--- config.mk ---
export PLATFORM = sky130hd
export DESIGN_NAME = mux_2x1_rr
export DESIGN_NICKNAME = d
export VERILOG_FILES = /design/src/rtl/mux_2x1_rr.sv
export SDC_FILE = /design/constraint.sdc
export NUM_CORES = 1
export LEC_CHECK = 0
export BUFFER_PORTS_ARGS = -buffer_cell sky130_fd_sc_hd__buf_2
export CAP_MARGIN = 10
export CORE_AREA = 3 3 40 42
export DETAILED_ROUTE_END_ITERATION = 10
export DIE_AREA = 0 0 43 45
export PLACE_DENSITY = 0.74
export SETUP_SLACK_MARGIN = 0.4
export SYNTH_ARGS = -nofsm -noshare
export SYNTH_HDL_FRONTEND = slang
export SYNTH_SLANG_ARGS = --single-unit
export TNS_END_PERCENT = 100
--- constraint.sdc ---
create_clock -name clk -period 3.2 [get_ports clk]
set_clock_uncertainty 0.15 [all_clocks]
set_input_delay 0.32 -clock clk [delete_from_list [all_inputs] [get_ports clk]]
set_output_delay 0.32 -clock clk [all_outputs]
set_load 0.1 [all_outputs]
--- src/rtl/mux_2x1_rr.sv ---
// Two-channel round-robin merge into a single registered output slot.
// Full-throughput valid/ready on both sides; channel 0 wins first contention.
module mux_2x1_rr #(
    parameter int WIDTH = 8
) (
    input  logic             clk,
    input  logic             rst_n,
    input  logic [WIDTH-1:0] d0,
    input  logic             d0_valid,
    output logic             d0_ready,
    input  logic [WIDTH-1:0] d1,
    input  logic             d1_valid,
    output logic             d1_ready,
    output logic [WIDTH-1:0] y,
    output logic             y_valid,
    input  logic             y_ready,
    output logic             sel
);

    logic last;
    logic free;
    logic grant;
    logic accept;

    assign free = ~y_valid | y_ready;

    always_comb begin
        grant = 1'b0;
        unique case (1'b1)
            d0_valid & ~d1_valid: grant = 1'b0;
            ~d0_valid & d1_valid: grant = 1'b1;
            d0_valid & d1_valid:  grant = ~last;
            default:              grant = 1'b0;
        endcase
    end

    // rst_n gating keeps both readies low for the whole reset window
    assign d0_ready = rst_n & free & ~grant & d0_valid;
    assign d1_ready = rst_n & free & grant & d1_valid;
    assign accept   = d0_ready | d1_ready;

    always_ff @(posedge clk or negedge rst_n) begin
        if (!rst_n) begin
            y       <= '0;
            sel     <= 1'b0;
            y_valid <= 1'b0;
            last    <= 1'b1;
        end else if (accept) begin
            y       <= grant ? d1 : d0;
            sel     <= grant;
            y_valid <= 1'b1;
            last    <= grant;
        end else if (y_ready) begin
            y_valid <= 1'b0;
        end
    end

endmodule

==> results of run 1 <==
[timing repair]
action                    CTS  global route
gates resized for setup     0             0
hold buffers                1             0
hold endpoints to repair   10             0
[cells in the final DEF, fill, tap and decap left out]
| cell | Yosys | layout |
|---|---|---|
| o21ai_0 | 2 | 2 |
| dfrtp_1 | 10 | 10 |
| nor3_2 | 0 | 1 |
| and2_1 | 1 | 1 |
| a2bb2oi_1 | 8 | 8 |
| clkbuf_1 | 0 | 1 |
| o32ai_1 | 8 | 8 |
| buf_2 | 1 | 32 |
| nor2_4 | 1 | 1 |
| dfstp_2 | 1 | 1 |
| clkbuf_4 | 0 | 3 |
| nor2b_1 | 2 | 2 |
| o21ai_1 | 1 | 1 |
| a31oi_1 | 2 | 2 |
| nand2b_4 | 1 | 1 |
| nand2_1 | 3 | 3 |
| inv_2 | 1 | 1 |
| dlygate4sd3_1 | 0 | 1 |
| a21bo_1 | 1 | 1 |
| nor2_1 | 1 | 1 |
[critical path, cell delays in order]
cell and delay, ps:
dlygate4sd3_1 520, buf_2 300, nand2_1 150, nor3_2 160, buf_2 440
[metrics by stage]
stage	instance area, µm²	hold WS (ps)	util (%)	cells
final	742.0	139.7	57.74	96
after global routing	742.0	148.1	57.74	96
after CTS	742.0	128.1	57.74	96
after detailed placement	705.7	78.04	54.92	91
after global placement	705.7	70.81	54.92	91
after floorplan	554.3	-125.6	-	47
[worst max path at each step]
| stage | start | endpoint | slack, ps | cells after the start |
|---|---|---|---|---|
| finish | rst_n | d0_ready | 840 | 5 |
| global route | rst_n | d0_ready | 720 | 5 |
| CTS | rst_n | d0_ready | 820 | 5 |
| detailed placement | rst_n | d0_ready | 1350 | 4 |
| global placement | rst_n | d0_ready | 1380 | 4 |
| floorplan | y_valid | d1_ready | 390 | 3 |
[sequential cells by signal (all words and copies together), names as in the netlist]
signal / cells
sel: 1
last: 1
y_valid: 1
y: 8
[per-layer routing]
metal / vias to the layer above / share of wire (%) / routed length (µm) / track usage, %
met5: - / 0 / 0 / 0
met4: 0 / 2.0 / 27 / 9.036
met3: 4 / 8.5 / 115 / 3.984
met2: 23 / 41 / 553 / 20.36
met1: 247 / 48 / 651 / 23.23
li1: 257 / - / - / -
[kinds of logic (layout without fill, tap and decap cells)]
logic type	Yosys count	in the layout	synth area share, %
AOI/OAI and AO/OA	22	22	32.35
DFF	11	11	50.34
and+or+nand+nor	10	10	11.62
buffers and inverters	4	38	5.693
[final cells by class]
| cell class | count | area [µm²] | share of cell area (%) |
|---|---|---|---|
| clock buffer | 4 | 26.28 | 3.541 |
| inverter | 1 | 3.754 | 0.5059 |
| multi-input combinational | 32 | 246.5 | 33.22 |
| sequential | 11 | 276.5 | 37.27 |
| tap | 15 | 18.77 | 2.530 |
| timing repair buffer | 33 | 170.2 | 22.93 |
[power breakdown]
part	internal, µW	total (µW)	switching (µW)
registers	169	186	16.8
clock network	48.0	88.4	40.3
logic	60.1	303	243
==> impl_metrics.ini, run 1 <==
[timing]
timing.fmax_mhz = 423.2
setup-tns-final_ps = 0
fin_ws_ps = 837.0
hold_viol = 0
finalSetupViolations = 0
period_minus_slack_ps = 2363
maxSlewViolCount = 0
relSlewSlack_pct = 54.98
rsz0062_at_grt = false
tightest_slew_ps = 673.8
finalCritPeriodShare_pct = 73.85

[power_and_ir_drop]
p_per_area_mw_per_mm2 = 777.5
vdd_drop_max_v = 0.0003441
total_power_uw = 576.9
power.leakage_uw = 0.0003465

[die]
die_h_um = 45
rows = 13
die-width_um = 43
core_area_mm2 = 0.001285
start_util_pct = 42.75
io_pins = 33
die_area_mm2 = 0.001935

[route]
dr.pass1.iters = 5
wl_per_cell_um = 14.03
ant_nets = 0
drc = 0
drt_first_iter_violations = 7
vias = 531
viasPerCell = 5.531
routed_wl_mm = 1.347

[clock_network]
clk_path_buf_depth = 2
cts_max_level = 1
cts_setup_buffers = 0
cts_sinks = 11
insertion_delay_ps = 260
cts_root_buffer = clkbuf_4
cts_buffers = 3
tritoncts = built
clk_pin_slew_ps = 70

[worst_setup_path]
r2r_cells = 3
worstPathRequired_ps = 2730
start_kind = input port
cp-end-kind = output pin
cp_max_fo = 16
path_class = input port to output pin
rr_endpoint = y[3]
reg2reg_slack_ps = 1720
arrival_ps = 1890
reg2reg_from = last

[hold_path]
min_to = last
hp-start = d0_valid
hold_path_depth = 2
hold_class = input port to register

[synthesis]
yosysUniqueCellTypes = 18
synthCells = 47
yosys-top-cells-area = dfrtp_1 (46%), a2bb2oi_1 (13%), o32ai_1 (13%), dfstp_2 (4.8%), buf_6 (4.1%)
yosysTopAreaCell = dfrtp_1
ys_top_cells_by_count = dfrtp_1 (10), a2bb2oi_1 (8), o32ai_1 (8), nand2_1 (3)
yosys_register_bits = 11
yosys_warnings = 0
syn_avg_cell_area_um2 = 11.69
synth_top_area_share_pct = 45.56
synth_area_um2 = 549.3
synth_edf_count = 0
synth_flop_cell = dfrtp_1
synth.most_common_cell = dfrtp_1
async_flop_share_pct = 100.0
synth_fp_nets = 68
seq_area_frac_synth_pct = 50.34

[cells_and_area]
n_antenna_cell = 0
nFillCells = 120
areaGrowthSynthToFinish_pct = 35.08
nets = 103
drive_above_1_share_pct = 49.38

[placed_design]
place_congestion = 0.7686
place_ws_ps = 1354
io_buffer_count = 32
dp_hpwl_mm = 1.015

[global_routing]
grtUsageTotal_pct = 15.65
antenna_found_initial = 0
grt_max_degree = 17
grt_pass1_wl_mm = 2.180
gr-total-overflow = 0
grt_pass1_vias = 466

[outcome]
outcome = completed

[run]
maxCapViolCount = 0
No activity file was read; power rests on OpenSTA's default activity.
==> inputs of run 2 (changes only) <==
CORE_AREA = not set   (was 3 3 40 42)
CORE_MARGIN = 3   (was not set)
CORE_UTILIZATION = 36   (was not set)
DIE_AREA = not set   (was 0 0 43 45)
PLACE_DENSITY = 0.68   (was 0.74)
clock period = 2 ns   (was 3.2 ns; I/O delays follow)
==> impl_metrics.ini, run 2 (synthesis results as in run 1) <==
[global_routing]
grt_pass1_vias = 586
grtUsageTotal_pct = 17.16
use_met1_pct = 24.05
top_usage_layer = met2
grt.met2_usage_pct = 24.58
grt_max_degree = 12
grtUsageMet3_pct = 5.179
grt_pass1_wl_mm = 2.470
antenna_found_initial = 0
gr-total-overflow = 0

[cells_and_area]
areaGrowthSynthToFinish_pct = 59.23
drive_above_1_share_pct = 59.55
n_antenna_cell = 0
final_common_cell = buf_2
top_register = y
nets = 111
largest_reg_flops = 8
mostFrequentLayoutCells = buf_2 (30), dfrtp_1 (9), o32ai_1 (8), a2bb2oi_1 (8), buf_4 (7)

[clock_network]
cts_root_buffer = clkbuf_4
cts_max_level = 1
cts_buffers = 3
clk_pin_slew_ps = 70
tritoncts = built
insertion_delay_ps = 270
cts_sinks = 11
clk_path_buf_depth = 2

[worst_setup_path]
start_kind = register
reg2reg_from = last
path_class = register to output pin
reg2reg_slack_ps = 470
rr_endpoint = y[1]
arrival_ps = 1290
cp_max_fo = 4
cp-end-kind = output pin
worstPathRequired_ps = 1650
r2r_cells = 5

[die]
start_util_pct = 40.20
die_area_mm2 = 0.002030
die-width_um = 45.06
die_h_um = 45.06
rows = 13
io_pins = 33
core_area_mm2 = 0.001366

[route]
vias = 589
dr.pass1.iters = 4
drc = 0
drt_first_iter_violations = 17
wl_per_cell_um = 15.35
routed_wl_mm = 1.596
viasPerCell = 5.663
ant_nets = 0

[power_and_ir_drop]
total_power_uw = 1006
p_per_area_mw_per_mm2 = 1150
vdd_drop_max_v = 0.0005940
power.leakage_uw = 0.0004024

[timing]
finalSetupViolations = 0
relSlewSlack_pct = 65.81
setup-tns-final_ps = 0
tightest_slew_ps = 511.1
timing.fmax_mhz = 610.9
maxSlewViolCount = 0
hold_viol = 0
period_minus_slack_ps = 1637
rsz0062_at_grt = true
finalCritPeriodShare_pct = 81.84

[hold_path]
min_to = last
hold_class = input port to register
hold_path_depth = 2
hp-start = d0_valid

[run]
maxCapViolCount = 0

[placed_design]
place_congestion = 0.6730
io_buffer_count = 32
dp_hpwl_mm = 1.083

[outcome]
outcome = completed
[run 2: changes by cell type in the layout (fill, tap and decap cells not counted), sizes merged]
cell  before  now
buf       32   40
[run 2: per-stage QoR]
stage	utilization [%]	worst slack (ps)	hold slack (ps)	area [µm²]	instances
finish	64.01	363.1	27.75	874.6	104
global route	64.01	320.2	42.31	874.6	104
CTS	60.53	326.9	14.99	827.0	100
detailed placement	54.03	390.4	41.16	738.2	92
global placement	54.03	399.8	42.99	738.2	92
floorplan	-	19.51	-245.6	579.3	47
[run 2: critical path, cell delays in order (launching register included)]
cell	delay (ps)
dfstp_2	560
nor2b_4	60
nor3_4	190
buf_12	200
[run 2: repair_timing]
action,4_1_cts,5_1_grt
setup buffers,3,4
pin swaps,2,3
endpoints found under the hold margin,11,0
setup endpoints to repair,2,2
cloned,0,0
hold buffers,1,0
gates resized for setup,9,4
[run 2: power breakdown]
group	internal [µW]	leakage (µW)	total [µW]	switching (µW)
combinational	142	0.000268	553	411
sequential	272	0.000120	300	28.2
clock	77.3	0.0000150	154	76.3
[run 2: final cells by class]
class	instances	area (µm²)
Timing Repair Buffer	41	264.0
Clock buffer	4	26.28
Fill cell	119	491.7
Sequential cell	11	280.3
Inverter	1	3.754
Multi-Input combinational cell	32	281.5
Tap cell	15	18.77
[run 2: how the worst max path moves through the flow]
stage | startpoint | end | slack, ps | depth (start not counted)
4_1_cts | y_valid | d0_ready | 330 | 4
5_1_grt | last | d0_ready | 320 | 3
2_1_floorplan | y_valid | d0_ready | 20 | 3
6_report | last | d0_ready | 360 | 3
3_5_place_dp | last | d0_ready | 390 | 3
3_3_place_gp | last | d0_ready | 400 | 3
[run 2: layer usage]
metal	share of wire, %	vias to the layer above
met5	0	-
li1	-	270
met2	49	33
met1	41	283
met4	1.7	0
met3	8.6	3
